<file path="config.mk">
export PLATFORM = sky130hd
export DESIGN_NAME = if_stage
export DESIGN_NICKNAME = d
export VERILOG_FILES = /design/src/rtl/if_stage.sv
export SDC_FILE = /design/constraint.sdc
export NUM_CORES = 1
export LEC_CHECK = 0
export ABC_AREA = 0
export BUFFER_PORTS_ARGS = -buffer_cell sky130_fd_sc_hd__buf_4
export CORE_MARGIN = 2
export CORE_UTILIZATION = 40
export DETAILED_ROUTE_END_ITERATION = 8
export GPL_ROUTABILITY_DRIVEN = 0
export PLACE_DENSITY = 0.71
export SLEW_MARGIN = 25
export SYNTH_ARGS = -nofsm -noshare
export SYNTH_HDL_FRONTEND = slang
export SYNTH_SLANG_ARGS = --single-unit
export TNS_END_PERCENT = 100
</file>
<file path="constraint.sdc">
create_clock -name clk -period 2.9 [get_ports clk]
set_input_delay 0.435 -clock clk [delete_from_list [all_inputs] [get_ports clk]]
set_output_delay 0.435 -clock clk [all_outputs]
set_load 0.1 [all_outputs]
</file>
<file path="src/rtl/if_stage.sv">
// Instruction-fetch stage: PC register, next-PC select and IF/ID pipeline register.
// Fetch is a combinational read of imem_addr; the fetched word is registered into IF/ID.
module if_stage #(
  parameter logic [31:0] RESET_PC = 32'h8000_0000,
  parameter logic [31:0] ILLOP_PC = 32'h8000_0004,
  parameter logic [31:0] XADR_PC  = 32'h8000_0008
) (
  input  logic        clk,
  input  logic        reset,
  input  logic        pc_write,
  input  logic        if_flush,
  input  logic [2:0]  pcsrc,
  input  logic        branch_taken,
  input  logic [31:0] branch_target,
  input  logic [25:0] jump_index,
  input  logic [31:0] jr_target,
  input  logic        irq,
  output logic [31:0] imem_addr,
  input  logic [31:0] imem_rdata,
  output logic [31:0] pc,
  output logic [31:0] ifid_instr,
  output logic [31:0] ifid_pc_plus4,
  output logic        ifid_valid,
  output logic        ifid_irq
);

  localparam logic [2:0] SRC_BR    = 3'b001;
  localparam logic [2:0] SRC_J     = 3'b010;
  localparam logic [2:0] SRC_JR    = 3'b011;
  localparam logic [2:0] SRC_ILLOP = 3'b100;
  localparam logic [2:0] SRC_XADR  = 3'b101;

  typedef struct packed {
    logic [31:0] instr;
    logic [31:0] pc_plus4;
    logic        valid;
    logic        irq;
  } ifid_t;

  logic [31:0] pc_q, pc_d;
  ifid_t       ifid_q, ifid_d;
  logic [31:0] pc_plus4;
  logic [31:0] redir_tgt;
  logic        redirect;
  logic        irq_take;

  assign pc_plus4 = pc_q + 32'd4;

  // Targets keep the current supervisor bit except the kernel entries;
  // jr can drop supervisor mode but never raise it.
  always_comb begin
    redirect  = 1'b0;
    redir_tgt = pc_plus4;
    unique case (pcsrc)
      SRC_BR: begin
        redirect  = branch_taken;
        redir_tgt = {pc_q[31], branch_target[30:0]};
      end
      SRC_J: begin
        redirect  = 1'b1;
        redir_tgt = {pc_q[31], ifid_q.pc_plus4[30:28], jump_index, 2'b00};
      end
      SRC_JR: begin
        redirect  = 1'b1;
        redir_tgt = {jr_target[31] & pc_q[31], jr_target[30:0]};
      end
      SRC_ILLOP: begin
        redirect  = 1'b1;
        redir_tgt = ILLOP_PC;
      end
      SRC_XADR: begin
        redirect  = 1'b1;
        redir_tgt = XADR_PC;
      end
      default: begin
        redirect  = 1'b0;
        redir_tgt = pc_plus4;
      end
    endcase
  end

  // Interrupts are only taken in user mode and lose to redirects and stalls.
  assign irq_take = pc_write & ~redirect & irq & ~pc_q[31];

  always_comb begin
    pc_d = pc_q;
    if (!pc_write)     pc_d = pc_q;
    else if (redirect) pc_d = redir_tgt;
    else if (irq_take) pc_d = XADR_PC;
    else               pc_d = pc_plus4;
  end

  // Bubble on flush or taken redirect (no delay slot); an accepted irq leaves a
  // marked bubble whose pc_plus4 lets ID recover the interrupted PC as EPC.
  always_comb begin
    ifid_d = ifid_q;
    if (if_flush || (redirect && pc_write)) begin
      ifid_d.instr    = 32'd0;
      ifid_d.pc_plus4 = pc_plus4;
      ifid_d.valid    = 1'b0;
      ifid_d.irq      = 1'b0;
    end else if (!pc_write) begin
      ifid_d = ifid_q;
    end else if (irq_take) begin
      ifid_d.instr    = 32'd0;
      ifid_d.pc_plus4 = pc_plus4;
      ifid_d.valid    = 1'b0;
      ifid_d.irq      = 1'b1;
    end else begin
      ifid_d.instr    = imem_rdata;
      ifid_d.pc_plus4 = pc_plus4;
      ifid_d.valid    = 1'b1;
      ifid_d.irq      = 1'b0;
    end
  end

  always_ff @(posedge clk) begin
    if (!reset) begin
      pc_q   <= RESET_PC;
      ifid_q <= '0;
    end else begin
      pc_q   <= pc_d;
      ifid_q <= ifid_d;
    end
  end

  assign imem_addr     = pc_q;
  assign pc            = pc_q;
  assign ifid_instr    = ifid_q.instr;
  assign ifid_pc_plus4 = ifid_q.pc_plus4;
  assign ifid_valid    = ifid_q.valid;
  assign ifid_irq      = ifid_q.irq;

endmodule

</file>
## Word level (Yosys, flattened, before mapping)

Cells that the tools add are included.

| cells by class | value |
|---|---|
| $add $sub $neg | 1 |
| equal/unequal tests | 7 |
| mux-type cells | 7 |
| bitwise operators | 7 |
| reduce and logical (&&, ||, !) cells | 6 |

Operator list:

| cell | count |
|---|---|
| 32-bit case mux with 5 select lines | 1 |
| 34-bit 2-to-1 mux | 2 |
| 66-bit 2-to-1 mux | 1 |
| 32-bit 2-to-1 mux | 2 |
| 32-bit by 3-bit adder with 32-bit output, second input constant | 1 |
| 3-bit by 2-bit == test with 1-bit output, second input constant | 2 |
| 3-bit == test, second input constant | 2 |
| 1-bit bitwise AND | 4 |
| 2-bit != test, second input constant | 2 |
| 4-bit OR reduction | 1 |
| 3-bit by 1-bit == test with 1-bit output, second input constant | 1 |
| 1-bit inverter | 3 |
| 3-bit AND reduction | 1 |
| 1-bit case mux with 2 select lines | 1 |
| 2-bit nonzero test | 1 |
| 2-bit OR reduction | 1 |
| 1-bit logical AND | 1 |
| 1-bit logical OR | 1 |

| word-level totals | value |
|---|---|
| register bits | 98 |
| bits of input ports | 131 |
| output and inout port bits | 130 |
| logic and storage cells | 34 |

## Logic depth before layout (Yosys ltp)

Gate-level depths: netlist of the first run.

| depth | value |
|---|---|
| depth in word-level cells | 10 |
| gate-level depth with buffers | 7 |

## Least setup slack after synthesis of the first run

Ideal clock, no wire load.

| timing path | value |
|---|---|
| path kind | reg-to-reg |
| start point | reg pc_q[2], in the netlist imem_addr[2] |
| end point | reg pc_q[22], in the netlist imem_addr[22] |
| setup time | 0.122 ns |
| arrival time | 2.798 ns |
| setup slack | -0.020 ns |
| stages on the path, launching flop included | 8 |
| buffers on the path | 1 |
| cells stage by stage | dfxtp_1 -> ha_1 -> nand4_1 -> or2_1 -> buf_2 -> nor3_1 -> mux2_2 -> a311o_1 |

| between the ends | value |
|---|---|
| longest elaborated chain between the ends | 3 |
| elaborated cells between the ends (all ways) | 4 |
| those cells by class | add/sub (1); mux (3) |

RTL lines:

| element | line | text |
|---|---|---|
| start: declaration | 40 | `logic [31:0] pc_q, pc_d;` |
| start signal: assignment | 122 | `pc_q <= pc_d;` |
| 32-bit by 3-bit adder with 32-bit output * | 47 | `assign pc_plus4 = pc_q + 32'd4;` |
| 32-bit case mux with 5 select lines or 32-bit 2-to-1 mux (tied branches) | 54, 89 |  |
| 32-bit 2-to-1 mux * | 88 | `else if (redirect) pc_d = redir_tgt;` |

Every way passes the cells marked *; elsewhere a longest branch is shown, timed or not.
A chain may end at the register's enable or synchronous reset.

## Worst setup path in the final report of the first run

| timing path | value |
|---|---|
| start point | reg pc_q[3], in the netlist imem_addr[3] |
| end point | reg pc_q[28], in the netlist imem_addr[28] |

Same word-level chain as after synthesis.

==> results.sh, run 1 <==
export IMPL_powerDensity_mw_per_mm2=510.0
export IMPL_path_class="register to register"
export IMPL_grt_usage_pct=24.38
export IMPL_drtIter0Drc=399
export IMPL_ios=261
export IMPL_ys_warn_count=0
export IMPL_worst_pin_slew_ps=743.6
export IMPL_fin_skew_ps=12.70
export IMPL_die_y_um=119.5
export IMPL_place_hpwl_um=13330
export IMPL_crit_chain="ha_1 > nand4_1 > or2_1 > nor4_4 > o21ai_0 > a221o_1"
export IMPL_slew_violations=0
export IMPL_peakVddDrop_mv=0.2747
export IMPL_synth_top_family_by_area="compound AO/OA/AOI/OAI gates"
export IMPL_diodes=0
export IMPL_crit_family="simple AND/OR/NAND/NOR gates"
export IMPL_synthCells=629
export IMPL_synthSimpleGateAreaFrac_pct=16.29
export IMPL_grt_antenna_before_repair=0
export IMPL_first_pass_iters=5
export IMPL_rrSetupSlack_ps=450
export IMPL_endpoint_kind="register"
export IMPL_stdcell_area_mm2=0.007426
export IMPL_gr_total_overflow=0
export IMPL_total_power_uw=3787
export IMPL_ant_nets=0
export IMPL_synth_seq_cells=98
export IMPL_grt_max_degree=42
export IMPL_rows=42
export IMPL_fillers=1214
export IMPL_crit_path_start_kind="register"
export IMPL_setup_viol=0
export IMPL_slowest_stage="or2_1"
export IMPL_wirelength_um=17990
export IMPL_p_leak_uw=0.003281
export IMPL_core_mm2=0.01314
export IMPL_syn2layout_area_growth_pct=39.29
export IMPL_p_clk_share_pct=32.4
export IMPL_synth_area_mux_share_pct=6.571
export IMPL_dieArea_mm2=0.01427
export IMPL_seqPwrFrac_pct=38.5
export IMPL_slew_headroom_pct=50.25
export IMPL_crit_arrival_ps=2690
export IMPL_syn_avg_cell_area_um2=8.476
export IMPL_cts_made_buffers=9
export IMPL_placed_cell_area_mm2=0.007118
export IMPL_ctsResizeCount=0
export IMPL_layout_common_cells="buf_4 (273), dfxtp_1 (97), nor2_1 (68)"
export IMPL_avgViaCountPerCell=5.538
export IMPL_layout_commonest_cell="buf_4"
export IMPL_htree_levels=3
export IMPL_whs_ps=325.0
export IMPL_cts_root_buf="clkbuf_16"
export IMPL_synth_compound_area_share_pct=26.12
export IMPL_max_cap_violations=0
export IMPL_clock_sinks=98
export IMPL_first_global_vias=5395
export IMPL_grt_pass1_wl_um=27880
export IMPL_cts_setup_buffers=0
export IMPL_tns_ps=0
export IMPL_timing_critical_path_buf_inv=0
export IMPL_critPathMaxStageDelay_ps=450
export IMPL_synth_fa_ha_area_share_pct=0.2347
export IMPL_synth_xor_area_share_pct=3.943
export IMPL_initial_utilization_pct=40.58
export IMPL_cts_tree="done"
export IMPL_p_comb_share_pct=29.1
export IMPL_synth_seq_area_share_pct=36.80
export IMPL_dr_total_vias=5599
export IMPL_cts_buffer_depth=2
export IMPL_wl_per_cell_um=17.80
export IMPL_syn_nets=761
export IMPL_p_switching_uw=1351
export IMPL_period_minus_slack_ps=2454
export IMPL_portBuffers=259
export IMPL_fin_crit_sh_pct=84.62
export IMPL_swShare_pct=35.67
export IMPL_syn_area_mm2=0.005331
export IMPL_die_width_um=119.5
export IMPL_layout_drive_gt1_share_pct=39.88
export IMPL_hold_class="input pin to register"
export IMPL_worstPathMaxFanout=9
export IMPL_path_clk_slew_ps=70
export IMPL_final_nets=962
export IMPL_insertion_delay_ps=350
export IMPL_fmax_ghz=0.4075
export IMPL_worst_ep_required_time_ps=3140
export IMPL_post_synth_num_cell_types=57
export IMPL_hold_violations=0
export IMPL_drt_drc_violations_left=0
export IMPL_synthFlopType="dfxtp_1"
export IMPL_async_flop_share_pct=0
export IMPL_grt_setup_unrepaired="no"
export IMPL_synth_edff_count=0
export IMPL_status="complete, no violations"
export IMPL_p_int_uw=2436
export IMPL_cts_hold_buf=0
-- routing by layer --
layer  track usage (%)  vias to the layer above  wire length (um)
li1                  -                     2683                 -
met1             28.72                     2610              7089
met2             41.86                      278              8735
met3             7.328                       28              1802
met4             8.750                        0               364
met5                 0                        -                 0
-- logic make-up (layout without fill, tap and decap cells) --
| kind of cell | after synthesis | in the layout |
|---|---|---|
| fa+ha+maj | 1 | 1 |
| mux | 32 | 32 |
| buf+inv | 96 | 302 |
| compound gates | 211 | 211 |
| flops | 98 | 98 |
| xor+xnor | 24 | 24 |
| simple gates | 167 | 167 |
-- layout make-up --
type	instances	area, um^2	area share [%]
inverter	13	48.80	0.6571
timing repair buffer	273	2049	27.60
clock buffer	11	252.7	3.404
sequential	98	1963	26.44
clock inverter	5	52.55	0.7077
multi-input combinational	435	2839	38.23
tap	176	220.2	2.965
-- flip-flops by register name (all words and copies together) (netlist names) --
signal / cells
ifid_instr: 32
ifid_irq: 1
imem_addr: 32
ifid_pc_plus4: 32
ifid_valid: 1
-- worst paths after layout --
path                         start                to  cells after the start
hold / removal      imem_rdata[12]    ifid_instr[12]                      3
setup / recovery      imem_addr[3]     imem_addr[28]                      6
setup reg to reg      imem_addr[3]     imem_addr[28]                      6
hold reg to reg   ifid_pc_plus4[3]  ifid_pc_plus4[3]                      2
-- per-stage QoR --
stage | util [%] | worst slack [ps] | std cells
finish | 56.52 | 446.1 | 1011
global route | 56.52 | 237.8 | 1011
CTS | 56.50 | 485.2 | 1011
detailed placement | 54.18 | 195.9 | 995
global placement | 54.18 | 345.4 | 995
floorplan | - | 3.509 | 629
-- synthesized netlist by cell type (4+ instances only) --
master     n  area share, %
buf_2     10           0.94
a211oi_1   7           0.99
mux2i_1    8            1.5
and3_1     5           0.59
mux2_2    24            5.1
a22oi_1   50            7.0
a32oi_1    8            1.3
xnor2_1   14            2.3
nand3_1   12            1.1
a31oi_1    4           0.47
nand2_1   29            2.0
a22o_1     8            1.3
o32ai_1    4           0.66
buf_4     32            4.5
a21oi_1   46            4.3
o22ai_1   10            1.2
buf_1      4           0.28
o21ai_0   48            4.5
inv_1     13           0.92
xor2_1    10            1.6
nor3_1    10           0.94
a21o_1     5           0.70
nor2_1    69            4.9
dfxtp_1   98             37
and4_1     5           0.82
nand4_1    5           0.59
clkbuf_1  32            2.3
nor4_1     7           0.82
-- worst reg2reg max path: cells and delay by family, from the launching register on --
kind / cells / cell delay (ps)
simple gates: 3 / 1090
flops: 1 / 440
compound gates: 2 / 500
fa+ha+maj: 1 / 320
-- power groups by stage --
| stage | Clock (uW) | Combinational (uW) | Sequential (uW) |
|---|---|---|---|
| 6_report | 1230 | 1100 | 1460 |
| 5_1_grt | 1310 | 1150 | 1460 |
| 4_1_cts | 1250 | 1100 | 1460 |
| 3_5_place_dp | 0 | 1100 | 1490 |
| 3_3_place_gp | 0 | 1090 | 1480 |
| 2_1_floorplan | 0 | 419 | 1860 |
No activity file was read; power rests on OpenSTA's default activity.
==> inputs of run 2 (changes only) <==
- clock period: 2.9 -> 2.6 ns (I/O delays scaled with it)
==> run 2 against run 1 <==
Effect of this change:
- power rose by 13%
- sequential share of layout area fell by 0.061 points
- fmax rose by 8.8%
- via count rose by 0.75%
- global-route usage rose by 0.89 points
- clock skew fell by 5.7 ps
- critical path type unchanged
- largest cell class unchanged
==> results.sh, run 2 (same netlist as run 1, synthesis figures left out) <==
export IMPL_layout_common_cells="buf_4 (278), dfxtp_1 (84), nor2_1 (68)"
export IMPL_insertion_delay_ps=340
export IMPL_slew_violations=0
export IMPL_first_pass_iters=5
export IMPL_hold_class="input pin to register"
export IMPL_diodes=0
export IMPL_syn2layout_area_growth_pct=40.77
export IMPL_endpoint_kind="register"
export IMPL_wl_per_cell_um=18.52
export IMPL_cts_made_buffers=9
export IMPL_total_power_uw=4289
export IMPL_cts_setup_buffers=0
export IMPL_crit_family="simple AND/OR/NAND/NOR gates"
export IMPL_worst_pin_slew_ps=684.0
export IMPL_grt_antenna_before_repair=0
export IMPL_powerDensity_mw_per_mm2=571.5
export IMPL_crit_arrival_ps=2490
export IMPL_path_clk_slew_ps=70
export IMPL_cts_buffer_depth=2
export IMPL_max_cap_violations=0
export IMPL_die_y_um=119.5
export IMPL_cts_tree="done"
export IMPL_initial_utilization_pct=40.58
export IMPL_ios=261
export IMPL_rows=42
export IMPL_cts_hold_buf=0
export IMPL_dieArea_mm2=0.01427
export IMPL_grt_usage_pct=25.27
export IMPL_period_minus_slack_ps=2255
export IMPL_drt_drc_violations_left=0
export IMPL_wirelength_um=18800
export IMPL_timing_critical_path_buf_inv=0
export IMPL_gr_total_overflow=0
export IMPL_dr_total_vias=5641
export IMPL_layout_commonest_cell="buf_4"
export IMPL_path_class="register to register"
export IMPL_slowest_stage="dfxtp_2"
export IMPL_ctsResizeCount=0
export IMPL_grt_pass1_wl_um=28700
export IMPL_avgViaCountPerCell=5.558
export IMPL_peakVddDrop_mv=0.2715
export IMPL_core_mm2=0.01314
export IMPL_final_nets=968
export IMPL_ant_nets=0
export IMPL_crit_path_start_kind="register"
export IMPL_slew_headroom_pct=54.27
export IMPL_whs_ps=277.6
export IMPL_portBuffers=259
export IMPL_drtIter0Drc=458
export IMPL_htree_levels=3
export IMPL_setup_viol=0
export IMPL_clock_sinks=98
export IMPL_worstPathMaxFanout=9
export IMPL_layout_drive_gt1_share_pct=41.60
export IMPL_crit_chain="ha_1 > nand4_1 > or2_1 > nor3_1 > mux2_2 > a311o_1"
export IMPL_fmax_ghz=0.4434
export IMPL_grt_setup_unrepaired="no"
export IMPL_cts_root_buf="clkbuf_16"
export IMPL_critPathMaxStageDelay_ps=420
export IMPL_worst_ep_required_time_ps=2830
export IMPL_die_width_um=119.5
export IMPL_hold_violations=0
export IMPL_first_global_vias=5528
export IMPL_p_leak_uw=0.003315
export IMPL_tns_ps=0
export IMPL_grt_max_degree=35
export IMPL_status="complete, no violations"
export IMPL_fin_skew_ps=6.975
export IMPL_place_hpwl_um=13970
export IMPL_fin_crit_sh_pct=86.74
==> run 2: changes by cell type in the layout (fill, tap and decap cells not counted), sizes merged <==
| cell | change |
|---|---|
| clkinvlp | -1 |
| clkinv | -1 |
| buf | +6 |
| inv | -1 |
| bufinv | +1 |
==> run 2: through the flow <==
stage               area [um^2]  util (%)  instances  worst slack (ps)
finish                     7505     57.12       1015             344.8
global route               7505     57.12       1015             214.5
CTS                        7500     57.09       1015             350.2
detailed placement         7192     54.74       1001             233.0
global placement           7192     54.74       1001             286.3
floorplan                  5349         -        629             7.945
==> run 2: path summary, 6_finish.rpt <==
| check | cells past startpoint | slack, ps | from | to |
|---|---|---|---|---|
| hold / removal | 3 | 280 | imem_rdata[17] | ifid_instr[17] |
| hold reg to reg | 2 | 450 | ifid_pc_plus4[1] | ifid_pc_plus4[1] |
| setup / recovery | 6 | 340 | imem_addr[2] | imem_addr[22] |
| setup reg to reg | 6 | 340 | imem_addr[2] | imem_addr[22] |
==> run 2: where the power goes <==
| group | internal [uW] | switching, uW | total [uW] |
|---|---|---|---|
| clock network | 858 | 560 | 1420 |
| registers | 1560 | 64.2 | 1630 |
| logic | 368 | 875 | 1240 |
| total | 2790 | 1500 | 4290 |
==> run 2: worst reg2reg max path, stage by stage (launching register included) <==
cell and delay [ps]:
dfxtp_2 420, ha_1 290, nand4_1 160, or2_1 410
nor3_1 260, mux2_2 350, a311o_1 260
==> run 2: per-layer routing <==
metal | vias up | global-route usage (%) | share of wire (%)
li1 | 2690 | - | -
met3 | 29 | 6.513 | 9.3
met4 | 0 | 9.044 | 1.9
met1 | 2636 | 29.98 | 39
met2 | 286 | 43.93 | 49
met5 | - | 0 | 0
==> run 2: cell type report <==
type                    count  area [um^2]
well taps                 176        220.2
flip-flops and latches     98         1979
inverters                  13        48.80
repair buffers            279         2107
clock inverters             3        65.06
multi-input cells         435         2841
fillers                  1246         5633
clock buffers              11        242.7
==> inputs of run 3 (changes only) <==
- clock period: 2.6 -> 2.19 ns (I/O delays scaled with it)
==> run 3 against run 2 <==
Effect of this change:
- die area unchanged
- first-iteration DRC count increased by 6.6%
- register-to-register slack got worse by 240 ps
- global-route usage decreased by 0.16 points
- sequential share of layout area increased by 0.27 points
- clock skew increased by 2.7 ps
- power increased by 17%
- design area increased by 1.6%
- utilization increased by 0.92 points
- highest routed layer unchanged
==> results.sh, run 3 (same netlist as run 1, synthesis figures left out) <==
export IMPL_ios=261
export IMPL_crit_path_start_kind="register"
export IMPL_wl_per_cell_um=18.05
export IMPL_crit_start="imem_addr[8]"
export IMPL_fin_ws_ps=108.2
export IMPL_layout_drive_gt1_share_pct=44.24
export IMPL_pre_cts_ws_ps=17.85
export IMPL_critPathMaxStageDelay_ps=550
export IMPL_place_hpwl_um=13980
export IMPL_die_y_um=119.5
export IMPL_core_mm2=0.01314
export IMPL_r2r_start="imem_addr[8]"
export IMPL_cts_hold_buf=0
export IMPL_path_clk_slew_ps=70
export IMPL_cts_setup_buffers=0
export IMPL_ctsResizeCount=0
export IMPL_endpoint="imem_addr[29]"
export IMPL_fmax_ghz=0.4803
export IMPL_peakVddDrop_mv=0.3831
export IMPL_cts_root_buf="clkbuf_16"
export IMPL_crit_chain="nand3_2 > or3_1 > nor4_4 > o21ai_1 > a221o_1"
export IMPL_setup_viol=0
export IMPL_initial_utilization_pct=40.58
export IMPL_rrSetupSlack_ps=110
export IMPL_drtIter0Drc=488
export IMPL_die_width_um=119.5
export IMPL_total_power_uw=5006
export IMPL_worst_pin_slew_ps=586.1
export IMPL_slew_violations=0
export IMPL_rows=42
export IMPL_p_leak_uw=0.003358
export IMPL_reg2reg_depth=5
export IMPL_status="complete, no violations"
export IMPL_first_global_vias=5533
export IMPL_fin_crit_sh_pct=95.06
export IMPL_max_cap_violations=0
export IMPL_first_pass_iters=5
export IMPL_grt_max_degree=60
export IMPL_ant_nets=0
export IMPL_slowest_stage="or3_1"
export IMPL_gr_total_overflow=0
export IMPL_crit_arrival_ps=2310
export IMPL_hold_depth=3
export IMPL_insertion_delay_ps=350
export IMPL_drt_drc_violations_left=0
export IMPL_path_class="register to register"
export IMPL_worst_ep_required_time_ps=2420
export IMPL_final_nets=977
export IMPL_period_minus_slack_ps=2082
export IMPL_hold_violations=0
export IMPL_dr_total_vias=5711
export IMPL_dieArea_mm2=0.01427
export IMPL_htree_levels=3
export IMPL_wirelength_um=18520
export IMPL_r2r_end="imem_addr[29]"
export IMPL_clock_sinks=98
export IMPL_avgViaCountPerCell=5.566
export IMPL_portBuffers=259
export IMPL_whs_ps=208.4
export IMPL_fin_skew_ps=9.674
export IMPL_layout_common_cells="buf_4 (288), dfxtp_1 (70), nor2_1 (68)"
export IMPL_grt_setup_unrepaired="no"
export IMPL_hp_start="imem_rdata[10]"
export IMPL_endpoint_kind="register"
export IMPL_cts_made_buffers=9
export IMPL_layout_commonest_cell="buf_4"
export IMPL_worstPathMaxFanout=7
export IMPL_powerDensity_mw_per_mm2=656.4
export IMPL_grt_antenna_before_repair=0
export IMPL_cts_tree="done"
export IMPL_grt_usage_pct=25.11
export IMPL_grt_pass1_wl_um=28460
export IMPL_diodes=0
export IMPL_cts_buffer_depth=2
export IMPL_slew_headroom_pct=60.93
export IMPL_hold_class="input pin to register"
export IMPL_syn2layout_area_growth_pct=43.04
-- run 3: cell type report --
cell class,count,area (um^2)
Inverter,13,48.80
Tap cell,176,220.2
Clock inverter,6,65.06
Sequential cell,98,2032
Clock buffer,10,229.0
Timing Repair Buffer,288,2162
Fill cell,1207,5512
Multi-Input combinational cell,435,2869
-- run 3: per-stage QoR --
stage	util [%]	setup TNS (ps)	area [um^2]	cells
floorplan	-	-14.37	5429	629
global placement	55.72	0	7321	1010
detailed placement	55.72	0	7321	1010
CTS	57.96	0	7615	1026
global route	58.05	0	7626	1026
finish	58.05	0	7626	1026
-- run 3: worst min path at each step --
stage	slack (ps)	endpoint
after floorplan	470	ifid_instr[0]
after global placement	440	ifid_pc_plus4[1]
after detailed placement	450	ifid_pc_plus4[3]
after CTS	200	ifid_instr[4]
final	210	ifid_instr[10]
after global routing	210	ifid_instr[27]
-- run 3: critical path: cells and delay by family (launching register included) --
kind,cells,cell delay (ps)
simple gates,3,1100
compound gates,2,460
flops,1,400
-- run 3: routing by layer --
metal / global-route usage (%) / share of wire (%) / vias to the layer above
met5: 0 / 0 / -
met4: 8.309 / 1.7 / 0
met3: 6.561 / 9.7 / 26
met2: 43.36 / 48 / 296
met1: 30.27 / 40 / 2676
li1: - / - / 2713
-- run 3: power breakdown --
group	internal, uW	switching [uW]
logic	451	1040
clock network	888	700
registers	1850	75.9
